--- src/rtl/split_pkg.sv ---
// split_pkg: shared definitions for the packet splitter.
//   ADDR_W_DEF / DATA_W_DEF / CNT_W_DEF : default field and counter widths
//   PKT_W_DEF                           : default packet width {addr, data}
//   pend_state_e                        : {addr_pend, data_pend} encoding
//   get_addr / get_data                 : field extraction for default-width packets
package split_pkg;

    localparam int ADDR_W_DEF = 4;
    localparam int DATA_W_DEF = 7;
    localparam int CNT_W_DEF  = 16;
    localparam int PKT_W_DEF  = ADDR_W_DEF + DATA_W_DEF;

    // Bit 1 = address still owed downstream, bit 0 = data still owed.
    typedef enum logic [1:0] {
        EMPTY     = 2'b00,
        DATA_ONLY = 2'b01,
        ADDR_ONLY = 2'b10,
        BOTH      = 2'b11
    } pend_state_e;

    // Address lives in the packet MSBs.
    function automatic logic [ADDR_W_DEF-1:0] get_addr(input logic [PKT_W_DEF-1:0] pkt);
        return ADDR_W_DEF'(pkt >> DATA_W_DEF);
    endfunction

    // Data lives in the packet LSBs.
    function automatic logic [DATA_W_DEF-1:0] get_data(input logic [PKT_W_DEF-1:0] pkt);
        return DATA_W_DEF'(pkt);
    endfunction

endpackage

--- src/rtl/split_out_slot.sv ---
// split_out_slot: one-entry output register with valid/ready handshake.
// Holds a single field until its consumer takes it.
//   clk_i, rst_i : clock, asynchronous active-high reset
//   load_i       : capture din_i (only asserted when done_o is high)
//   din_i        : field value to capture
//   ready_i      : downstream consumer ready
//   valid_o      : field pending downstream
//   dout_o       : held field value (stable while valid_o & ~ready_i)
//   done_o       : slot is free or being emptied this cycle
module split_out_slot #(
    parameter int W = 1
) (
    input  logic         clk_i,
    input  logic         rst_i,
    input  logic         load_i,
    input  logic [W-1:0] din_i,
    input  logic         ready_i,
    output logic         valid_o,
    output logic [W-1:0] dout_o,
    output logic         done_o
);

    logic         valid_q, valid_d;
    logic [W-1:0] data_q,  data_d;

    // A load always wins: the top only loads when this slot is done, so
    // a same-cycle handshake and reload replaces the old value cleanly.
    always_comb begin
        valid_d = valid_q;
        data_d  = data_q;
        if (load_i) begin
            valid_d = 1'b1;
            data_d  = din_i;
        end else if (valid_q && ready_i) begin
            valid_d = 1'b0;
        end
    end

    always_ff @(posedge clk_i or posedge rst_i) begin
        if (rst_i) begin
            valid_q <= 1'b0;
            data_q  <= '0;
        end else begin
            valid_q <= valid_d;
            data_q  <= data_d;
        end
    end

    assign valid_o = valid_q;
    assign dout_o  = data_q;
    assign done_o  = ~valid_q | ready_i;

endmodule

--- src/rtl/split_module.sv ---
// split_module: forks one {addr, data} packet onto independent address and
// data output channels. A packet is accepted only when both halves of the
// previous packet have been (or are being) delivered, so back-to-back
// packets stream at one per cycle when both consumers are ready.
//
// Handshake rule on every channel: a transfer happens on the rising edge
// where valid & ready are both high; a raised valid never drops and its
// payload never changes until that transfer.
//
// Ports:
//   CLK, RESET             : clock, asynchronous active-high reset
//   in_valid/in_ready      : input packet channel, in_pkt = {addr, data}
//   addr_valid/addr_ready  : address output channel, addr_out
//   data_valid/data_ready  : data output channel, data_out
//   state_dbg_o            : current {addr_pend, data_pend} state
//   pkt_count              : packets fully delivered (SPLIT_PKT_CNT_EN only)
//
// Build option: define SPLIT_PKT_CNT_EN to add the wrapping CNT_W-bit
// delivered-packet counter and its pkt_count port.
module split_module
    import split_pkg::*;
#(
    parameter int ADDR_W = ADDR_W_DEF,
    parameter int DATA_W = DATA_W_DEF
`ifdef SPLIT_PKT_CNT_EN
    , parameter int CNT_W = CNT_W_DEF
`endif
) (
    input  logic                     CLK,
    input  logic                     RESET,
    input  logic                     in_valid,
    output logic                     in_ready,
    input  logic [ADDR_W+DATA_W-1:0] in_pkt,
    output logic                     addr_valid,
    input  logic                     addr_ready,
    output logic [ADDR_W-1:0]        addr_out,
    output logic                     data_valid,
    input  logic                     data_ready,
    output logic [DATA_W-1:0]        data_out,
    output pend_state_e              state_dbg_o
`ifdef SPLIT_PKT_CNT_EN
    , output logic [CNT_W-1:0]       pkt_count
`endif
);

    localparam int PKT_W = ADDR_W + DATA_W;

    logic [ADDR_W-1:0] addr_fld;
    logic [DATA_W-1:0] data_fld;
    logic              addr_done;
    logic              data_done;
    logic              accept;

    // The package helpers are fixed to the default widths; other widths
    // fall back to direct slicing of the same field layout.
    generate
        if (ADDR_W == ADDR_W_DEF && DATA_W == DATA_W_DEF) begin : g_pkg_fields
            assign addr_fld = get_addr(in_pkt);
            assign data_fld = get_data(in_pkt);
        end else begin : g_slice_fields
            assign addr_fld = in_pkt[PKT_W-1 -: ADDR_W];
            assign data_fld = in_pkt[DATA_W-1:0];
        end
    endgenerate

    // Held low during reset so nothing is accepted while state is cleared.
    assign in_ready = addr_done & data_done & ~RESET;
    assign accept   = in_valid & in_ready;

    split_out_slot #(.W(ADDR_W)) u_addr_slot (
        .clk_i   (CLK),
        .rst_i   (RESET),
        .load_i  (accept),
        .din_i   (addr_fld),
        .ready_i (addr_ready),
        .valid_o (addr_valid),
        .dout_o  (addr_out),
        .done_o  (addr_done)
    );

    split_out_slot #(.W(DATA_W)) u_data_slot (
        .clk_i   (CLK),
        .rst_i   (RESET),
        .load_i  (accept),
        .din_i   (data_fld),
        .ready_i (data_ready),
        .valid_o (data_valid),
        .dout_o  (data_out),
        .done_o  (data_done)
    );

    // The pending bits live in the two slots; this is their state view.
    always_comb begin
        state_dbg_o = pend_state_e'({addr_valid, data_valid});
    end

`ifdef SPLIT_PKT_CNT_EN
    logic [CNT_W-1:0] cnt_q, cnt_d;
    logic             pkt_done;

    // Something is still owed and everything owed goes out this cycle:
    // the last outstanding half of the current packet is handshaking.
    assign pkt_done = (addr_valid | data_valid) & addr_done & data_done;

    always_comb begin
        cnt_d = cnt_q;
        if (pkt_done) begin
            cnt_d = cnt_q + CNT_W'(1);
        end
    end

    always_ff @(posedge CLK or posedge RESET) begin
        if (RESET) begin
            cnt_q <= '0;
        end else begin
            cnt_q <= cnt_d;
        end
    end

    assign pkt_count = cnt_q;
`endif

endmodule
--- config.mk ---
export PLATFORM = sky130hd
export DESIGN_NAME = split_module
export DESIGN_NICKNAME = d
export VERILOG_FILES = /design/src/rtl/split_pkg.sv /design/src/rtl/split_out_slot.sv /design/src/rtl/split_module.sv
export SDC_FILE = /design/constraint.sdc
export NUM_CORES = 1
export LEC_CHECK = 0
export ABC_AREA = 1
export CAP_MARGIN = 5
export CORE_AREA = 2 2 44 46
export DETAILED_ROUTE_END_ITERATION = 7
export DIE_AREA = 0 0 46 48
export PLACE_DENSITY = 0.82
export SETUP_SLACK_MARGIN = 0.4
export SLEW_MARGIN = 20
export SYNTH_ARGS = -nofsm -noshare
export SYNTH_HDL_FRONTEND = slang
export SYNTH_SLANG_ARGS = --single-unit
export TNS_END_PERCENT = 1
--- constraint.sdc ---
create_clock -name CLK -period 1.1 [get_ports CLK]
set_input_delay 0.11 -clock CLK [delete_from_list [all_inputs] [get_ports CLK]]
set_output_delay 0.11 -clock CLK [all_outputs]
set_load 0.01 [all_outputs]
### Word-level counts from Yosys, hierarchy flattened

Index checks and enable logic that the tools add are counted.

| storage, ports and cells | value |
|---|---|
| register bits after elaboration | 13 |
| output and inout bits | 16 |
| logic and storage cells | 20 |

| operators by class | value |
|---|---|
| bitwise operators | 8 |
| multiplexer cells | 4 |
| reduce and logical (&&, ||, !) cells | 4 |

Operators with widths:

| kind | count |
|---|---|
| $mux W1 | 4 |
| $reduce_bool A2 Y1 | 2 |
| $and A1 B1 Y1 | 3 |
| $not A1 Y1 | 3 |
| $logic_and A1 B1 Y1 | 2 |
| $or A1 B1 Y1 | 2 |

### Longest topological paths before layout

Gate-level depths: netlist (run 1).

| logic depth | value |
|---|---|
| depth in word-level cells | 6 |
| depth in mapped cells | 6 |

### Modules after synthesis

Synthesis (run 1) repeated with hierarchy kept, for this count alone.

| second synthesis, totals | value |
|---|---|
| cell total of the unflattened synthesis | 64 |
| area total of the unflattened synthesis | 540.5 µm² |

By module, submodules not included:

| module | cells each | area each (µm²) | times used |
|---|---|---|---|
| split_out_slot at u_data_slot | 35 | 309.0 | 1 |
| split_out_slot at u_addr_slot | 22 | 188.9 | 1 |
| split_module | 7 | 42.5 | 1 |

### Worst setup path after synthesis (run 1)

OpenSTA, ideal clock, no wires.

| path | value |
|---|---|
| kind | reg-to-output |
| from | reg u_data_slot.valid_q, in the netlist u_data_slot.valid_o |
| to | out in_ready |
| buffers on the path | 1 |
| arrival | 0.915 ns |
| stages on the path, launching flop included | 5 |
| slack | 0.075 ns |
| cell sequence | dfrtp_1 -> nand2_2 -> buf_4 -> nand2_1 -> nor2_1 |

| between the ends | value |
|---|---|
| longest elaborated chain between the ends | 4 |

Ends and longest elaborated chain:

| what | line | text |
|---|---|---|
| from (decl) | split_out_slot.sv:23 | `logic valid_q, valid_d;` |
| from (signal assigned) | split_out_slot.sv:44 | `valid_q <= valid_d;` |
| $not A1 Y1 | split_out_slot.sv:51 | `assign done_o = ~valid_q \| ready_i;` |
| $or A1 B1 Y1 | split_out_slot.sv:51 |  |
| $and A1 B1 Y1 (2 in a row) | split_module.sv:67 | `assign in_ready = addr_done & data_done & ~RESET;` |
| to (decl) | split_module.sv:32 | `output logic in_ready,` |

Every way passes these cells.

### Worst setup path after layout (run 1)

| path | value |
|---|---|
| from | reg u_addr_slot.valid_q, in the netlist u_addr_slot.valid_o |
| to | out in_ready |

| between the ends | value |
|---|---|
| longest elaborated chain between the ends | 4 |

Ends and longest elaborated chain:

| what | line |
|---|---|
| from (decl) | split_out_slot.sv:23 |
| from (signal assigned) | split_out_slot.sv:44 |
| $not A1 Y1 | split_out_slot.sv:51 |
| $or A1 B1 Y1 | split_out_slot.sv:51 |
| $and A1 B1 Y1 (2 in a row) | split_module.sv:67 |

Every way passes these cells.

==> impl_results.md, run 1 <==
- CP cell instances: nand2_2, nand2_2, nor2_2, buf_2
- Top Ports: 32
- Htree depth: 1
- Setup crit start kind: flop
- Yosys reg bits: 13
- Placed Area: 951 sq um
- Reg2Reg Depth: 5
- Reg2reg end: u_data_slot.dout_o[1]
- Number of port buffers: 31
- Kind of critical path: reg2out
- Syn Inst Count: 63
- Clock tree from TritonCTS: done
- Status: finished, violations left
- Max rail drop VDD: 664 uV
- First-pass GRT wire length: 2430 um
- Post-route DRC: 0
- MaxCap Viol Count: 0
- Dpl hpwl: 1140 um
- Area growth syn-to-layout: 61.4%
- CTS clock-pin slew for the worst setup and hold paths: 80 ps
- Worst Tran Pin Value: 240 ps
- Mean Syn Cell Area: 9.47 sq um
- Chip width: 46 um
- Min-delay src: in_pkt[4]
- Initial Util: 35.3%
- # diodes: 0
- Final cell count without fillers: 119
- Drt total wl: 1670 um
- Pre-antenna DRT Iters: 3
- Largest cells by area after synthesis: dfrtp_1 (55%), nand2_1 (15%), nand4_1 (12%)
- Row Count: 15
- Max clock buf depth: 2
- Reg2reg start: u_addr_slot.valid_o
- Core ar.: 1690 sq um
- Critical Path Fanout Max: 2
- Drt wl/cell: 14.0 um
- Layout Nets: 119
- CTS Sinks: 13
- Most common cell after layout, fill and taps aside: nand2_1
- Final GP Congestion: 0.809
- Post-synth top area cell: dfrtp_1
- Synth Cell Area: 597 sq um
- Yosys warnings: 0
- Min-Delay Path Depth: 3
- Synth cell types: 11
- Final period util: 102%
- Hold_buf cts: 0
- Slew headroom: 84.0%
- Initial antenna violation count: 0
- Req. time, crit path: 990 ps
- RSZ-0062 raised after global routing: yes
- Max incr delay on CP: 420 ps
- Full die area: 2210 sq um
- Design Area, Final: 963 sq um
- Post-synthesis sequential area ratio: 54.5%
- Root Driver: clkbuf_4
- CP arrival: 1020 ps
- CP max stage cell: dfrtp_2
- Final hold vios: 0
- Cells after DPL: 114
- Post-route setup slack: -25.8 ps
- Later-pin clock latency in the skew report: 270 ps
- Post-CTS setup buffer count: 0
- Reg2reg setup slack: 20 ps
- Vias: 579
- Most numerous cell on the critical path: nand2_2
- GRT Total Usage: 16.2%
- Chip Height: 48 um
- Most frequent cells in the layout: nand2_1 (23), clkdlybuf4s50_1 (15), dfrtp_1 (12)
- Setup violations, final: 1
- Largest net degree at the start of global routing: 15
- Share of layout cells above drive strength 1: 37.3%
- Hold Crit Class: in2reg
- Worst-case clock skew: 2.32 ps
- Failing checks: setup timing
- ANT nets after route: 0
- PwrDens: 1420 nW/um^2
- Min Tclk post-route: 1130 ps
- Final number of max-transition violations: 0
- Final global-route overflow total: 0
- Fmax: 0.888 GHz
- Starting DRT DRC Count: 4
- Hold Path End: u_data_slot.dout_o[4]
- Drt via density: 4.87
- Crit end category: output port
- Syn nets: 79
- Synth top area share: 54.5%
- Static leakage: 0.497 nW
- Vias in the first global route: 547
- Cts bufs inserted: 3
==> final cells by class <==
type | instances | area, sq um
Clock buffer | 4 | 26.3
Fill cell | 155 | 726
Inverter | 3 | 11.3
Multi-Input combinational cell | 42 | 238
Sequential cell | 13 | 327
Tap cell | 17 | 21.3
Timing Repair Buffer | 40 | 340
==> cells by family (layout without fill, tap and decap cells) <==
family                 Yosys count  after routing  synth area share [%]
AO/OA/AOI/OAI                    1              1                  1.47
buffers and inverters            9             47                  10.1
flip-flops                      13             13                  54.5
AND/OR/NAND/NOR                 40             41                  34.0
==> per-layer routing <==
layer | vias up | track usage, % | share of wire [%]
met1 | 266 | 18.2 | 42
met2 | 24 | 29.4 | 51
met4 | 0 | 6.86 | 0
li1 | 289 | - | -
met3 | 0 | 3.40 | 6.5
met5 | - | 0 | 0
==> what timing repair did <==
action	CTS	global route
pin swaps	2	2
endpoints found under the hold margin	0	0
gates cloned	1	0
setup endpoints to repair	29	29
gates resized for setup	69	5
==> cell usage after synthesis (all sizes together) <==
cell type / n
nand4: 12
nand2: 27
inv: 3
dfrtp: 13
a21oi: 1
nor2: 1
buf: 6
==> worst max-delay path: cells and delay by family, from the launching register on <==
family / cells / cell delay, ps
and+or+nand+nor: 3 / 200
DFF: 1 / 420
buffers and inverters: 1 / 130
==> sequential cells by signal (all words and copies together), names as in the netlist <==
signal and flops:
u_data_slot.valid_o 1, u_addr_slot.dout_o 4, u_data_slot.dout_o 7, u_addr_slot.valid_o 1
==> power breakdown <==
group	internal, mW	switching, mW	total, mW
Sequential	0.567	0.0494	0.617
Combinational	0.232	0.226	0.458
Clock	0.140	0.155	0.295
Total	0.940	0.430	1.37
==> worst max-delay path by stage <==
stage | from | endpoint | depth (start not counted)
finish | u_addr_slot.valid_o | in_ready | 4
global route | u_addr_slot.valid_o | in_ready | 4
CTS | u_data_slot.valid_o | u_data_slot.dout_o[0] | 5
detailed placement | addr_ready | in_ready | 6
global placement | addr_ready | in_ready | 6
floorplan | u_addr_slot.valid_o | u_addr_slot.dout_o[3] | 5
==> stage by stage <==
stage	hold WS, ps	setup slack [ps]	setup TNS, ps	power, mW	util (%)
2_1_floorplan	-68.5	106	0	0.827	-
3_3_place_gp	454	-337	-3400	1.12	56.3
3_5_place_dp	460	-369	-3570	1.13	56.3
4_1_cts	386	-23.3	-134	1.37	55.9
5_1_grt	393	-80.5	-657	1.45	57.0
6_report	394	-25.8	-25.8	1.37	57.0
(Power assumes the default switching activity.)
==> run 2, diff against run 1 <==
RECOVER_POWER = 50   (was not set)
==> run 2 against run 1 <==
Effect of this change:
- the flow still finishes with violations (setup timing)
- combinational power about the same
- clock skew about the same
- utilization decreased by 0.15 points
- flip-flop and latch count unchanged
- wire length decreased by 0.12%
- die area unchanged
- final area decreased by 0.26%
- hold slack about the same
- via count decreased by 0.35%
- power decreased by 0.14%
- highest routed layer unchanged
- critical endpoint unchanged
- critical path depth unchanged
- largest power group unchanged
==> impl_results.md, run 2 (synthesized netlist as in run 1, its figures left out) <==
- Top delay family on crit path: flip-flops (unchanged)
- Max clock buf depth: 2 (unchanged)
- Buffer and inverter count on the worst path: 1 (unchanged)
- Dpl hpwl: 1140 um (unchanged)
- FF+latch area: 327 sq um (unchanged)
- Critical Path Fanout Max: 2 (unchanged)
- Final GP Congestion: 0.809 (unchanged)
- Slew headroom: 76.5% (was 84.0%)
- Share of layout cells above drive strength 1: 36.3% (was 37.3%)
- # diodes: 0 (unchanged)
- Vias in the first global route: 547 (unchanged)
- Placed Area: 951 sq um (unchanged)
- Setup crit start kind: flop (unchanged)
- Setup violations, final: 1 (unchanged)
- Area growth syn-to-layout: 61.0% (was 61.4%)
- Pre-antenna DRT Iters: 4 (was 3)
- Hold_buf cts: 0 (unchanged)
- Initial Util: 35.3% (unchanged)
- Final cell count without fillers: 119 (unchanged)
- Largest net degree at the start of global routing: 15 (unchanged)
- Later-pin clock latency in the skew report: 270 ps (about the same)
- Worst-case clock skew: 2.27 ps (was 2.32 ps)
- CP max stage cell: dfrtp_2 (unchanged)
- Post-route DRC: 0 (unchanged)
- Top Ports: 32 (unchanged)
- GRT Total Usage: 16.2% (unchanged)
- Row Count: 15 (unchanged)
- Cells after DPL: 114 (unchanged)
- Post-CTS setup buffer count: 0 (unchanged)
- Final number of max-transition violations: 0 (unchanged)
- ANT nets after route: 0 (unchanged)
- Setup Total Neg Slack: -26.1 ps (was -25.8 ps)
- Vias: 577 (was 579)
- Final period util: 102% (about the same)
- Min Tclk post-route: 1130 ps (about the same)
- Layout Nets: 119 (unchanged)
- Chip Height: 48 um (unchanged)
- Max incr delay on CP: 420 ps (about the same)
- Combinational Power Share: 33.3% (was 33.4%)
- Hold slack: 394 ps (about the same)
- Clk network pwr share: 21.6% (about the same)
- Drt via density: 4.85 (was 4.87)
- CP cell instances: nand2_2, nand2_2, nor2_2, buf_2 (unchanged)
- Post-route setup slack: -26.1 ps (was -25.8 ps)
- Seq pwr share: 45.1% (was 45.0%)
- Most numerous cell on the critical path: nand2_2 (unchanged)
- MaxCap Viol Count: 0 (unchanged)
- Multi-input gate area: 238 sq um (unchanged)
- First-pass GRT wire length: 2430 um (unchanged)
- Pwr Total: 1.37 mW (about the same)
- NetSw: 430 uW (about the same)
- Most common cell after layout, fill and taps aside: nand2_1 (unchanged)
- Hold Crit Class: in2reg (unchanged)
- Root Driver: clkbuf_4 (unchanged)
- Crit end category: output port (unchanged)
- Drt total wl: 1670 um (about the same)
- Max rail drop VDD: 663 uV (was 664 uV)
- Starting DRT DRC Count: 3 (was 4)
- Sw Ratio: 31.4% (about the same)
- Clock tree from TritonCTS: done (unchanged)
- CTS clock-pin slew for the worst setup and hold paths: 80 ps (about the same)
- CTS Sinks: 13 (unchanged)
- CP arrival: 1020 ps (about the same)
- Final global-route overflow total: 0 (unchanged)
- Max FFs per register: 7 (unchanged)
- PwrDens: 1420 nW/um^2 (about the same)
- Final core occ: 56.9% (was 57.0%)
- Design Area, Final: 961 sq um (was 963 sq um)
- Req. time, crit path: 990 ps (about the same)
- Final hold vios: 0 (unchanged)
- Kind of critical path: reg2out (unchanged)
- Full die area: 2210 sq um (unchanged)
- Cts bufs inserted: 3 (unchanged)
- Most frequent cells in the layout: nand2_1 (23), clkdlybuf4s50_1 (15), dfrtp_1 (12) (unchanged)
- Post-Place Setup Slack: -369 ps (unchanged)
- Worst Tran Pin Value: 353 ps (was 240 ps)
- Core ar.: 1690 sq um (unchanged)
- Static leakage: 0.498 nW (was 0.497 nW)
- Int Pwr: 938 uW (was 940 uW)
- RSZ-0062 raised after global routing: yes (unchanged)
- Filler instances: 155 (unchanged)
- Number of port buffers: 31 (unchanged)
- Initial antenna violation count: 0 (unchanged)
- Chip width: 46 um (unchanged)
- Htree depth: 1 (unchanged)
- Failing checks: setup timing (unchanged)
- Status: finished, violations left (unchanged)
- Drt wl/cell: 14.0 um (about the same)
- Fmax: 0.888 GHz (about the same)
[run 2: cell types whose count changed in the layout (fill, tap and decap cells not counted), sizes merged]
cell	delta
buf	-1
clkbuf	+1
[run 2: final cells by class]
type / count / share of cell area, %
clock buffers: 4 / 2.73
repair buffers: 40 / 35.2
flip-flops and latches: 13 / 34.0
multi-input cells: 42 / 24.7
well taps: 17 / 2.21
inverters: 3 / 1.17
[run 2: layer usage]
| metal | up-vias | global-route usage [%] | part of all wire (%) |
|---|---|---|---|
| li1 | 291 | - | - |
| met3 | 0 | 3.40 | 6.0 |
| met5 | - | 0 | 0 |
| met1 | 262 | 18.2 | 43 |
| met2 | 24 | 29.4 | 51 |
| met4 | 0 | 6.86 | 0 |
[run 2: repair_timing]
action,CTS,global route
pin swaps,2,2
gates cloned,1,0
resized for setup,69,5
setup endpoints to repair,29,29
[run 2: tightest hold or removal path, cell delays in order]
cell             delay, ps
clkdlybuf4s50_1        400
nand4_1                 80
nand2_1                 50
[run 2: final timing paths]
check | slack, ps | to | start | depth (start not counted)
max | -30 | in_ready | u_addr_slot.valid_o | 4
min | 390 | u_data_slot.dout_o[5] | in_pkt[5] | 3
max reg2reg | 20 | u_data_slot.dout_o[1] | u_addr_slot.valid_o | 5
min reg2reg | 470 | u_data_slot.dout_o[4] | u_data_slot.dout_o[4] | 2
max in group asynchronous | 270 | u_addr_slot.valid_o | RESET | 4
min in group asynchronous | 550 | u_addr_slot.dout_o[0] | RESET | 4
[run 2: power by group through the flow]
stage / combinational [mW] / clock, mW / sequential, mW
3_3_place_gp: 0.493 / 0 / 0.624
6_report: 0.456 / 0.295 / 0.617
2_1_floorplan: 0.156 / 0 / 0.671
4_1_cts: 0.446 / 0.312 / 0.615
3_5_place_dp: 0.507 / 0 / 0.627
5_1_grt: 0.496 / 0.325 / 0.628
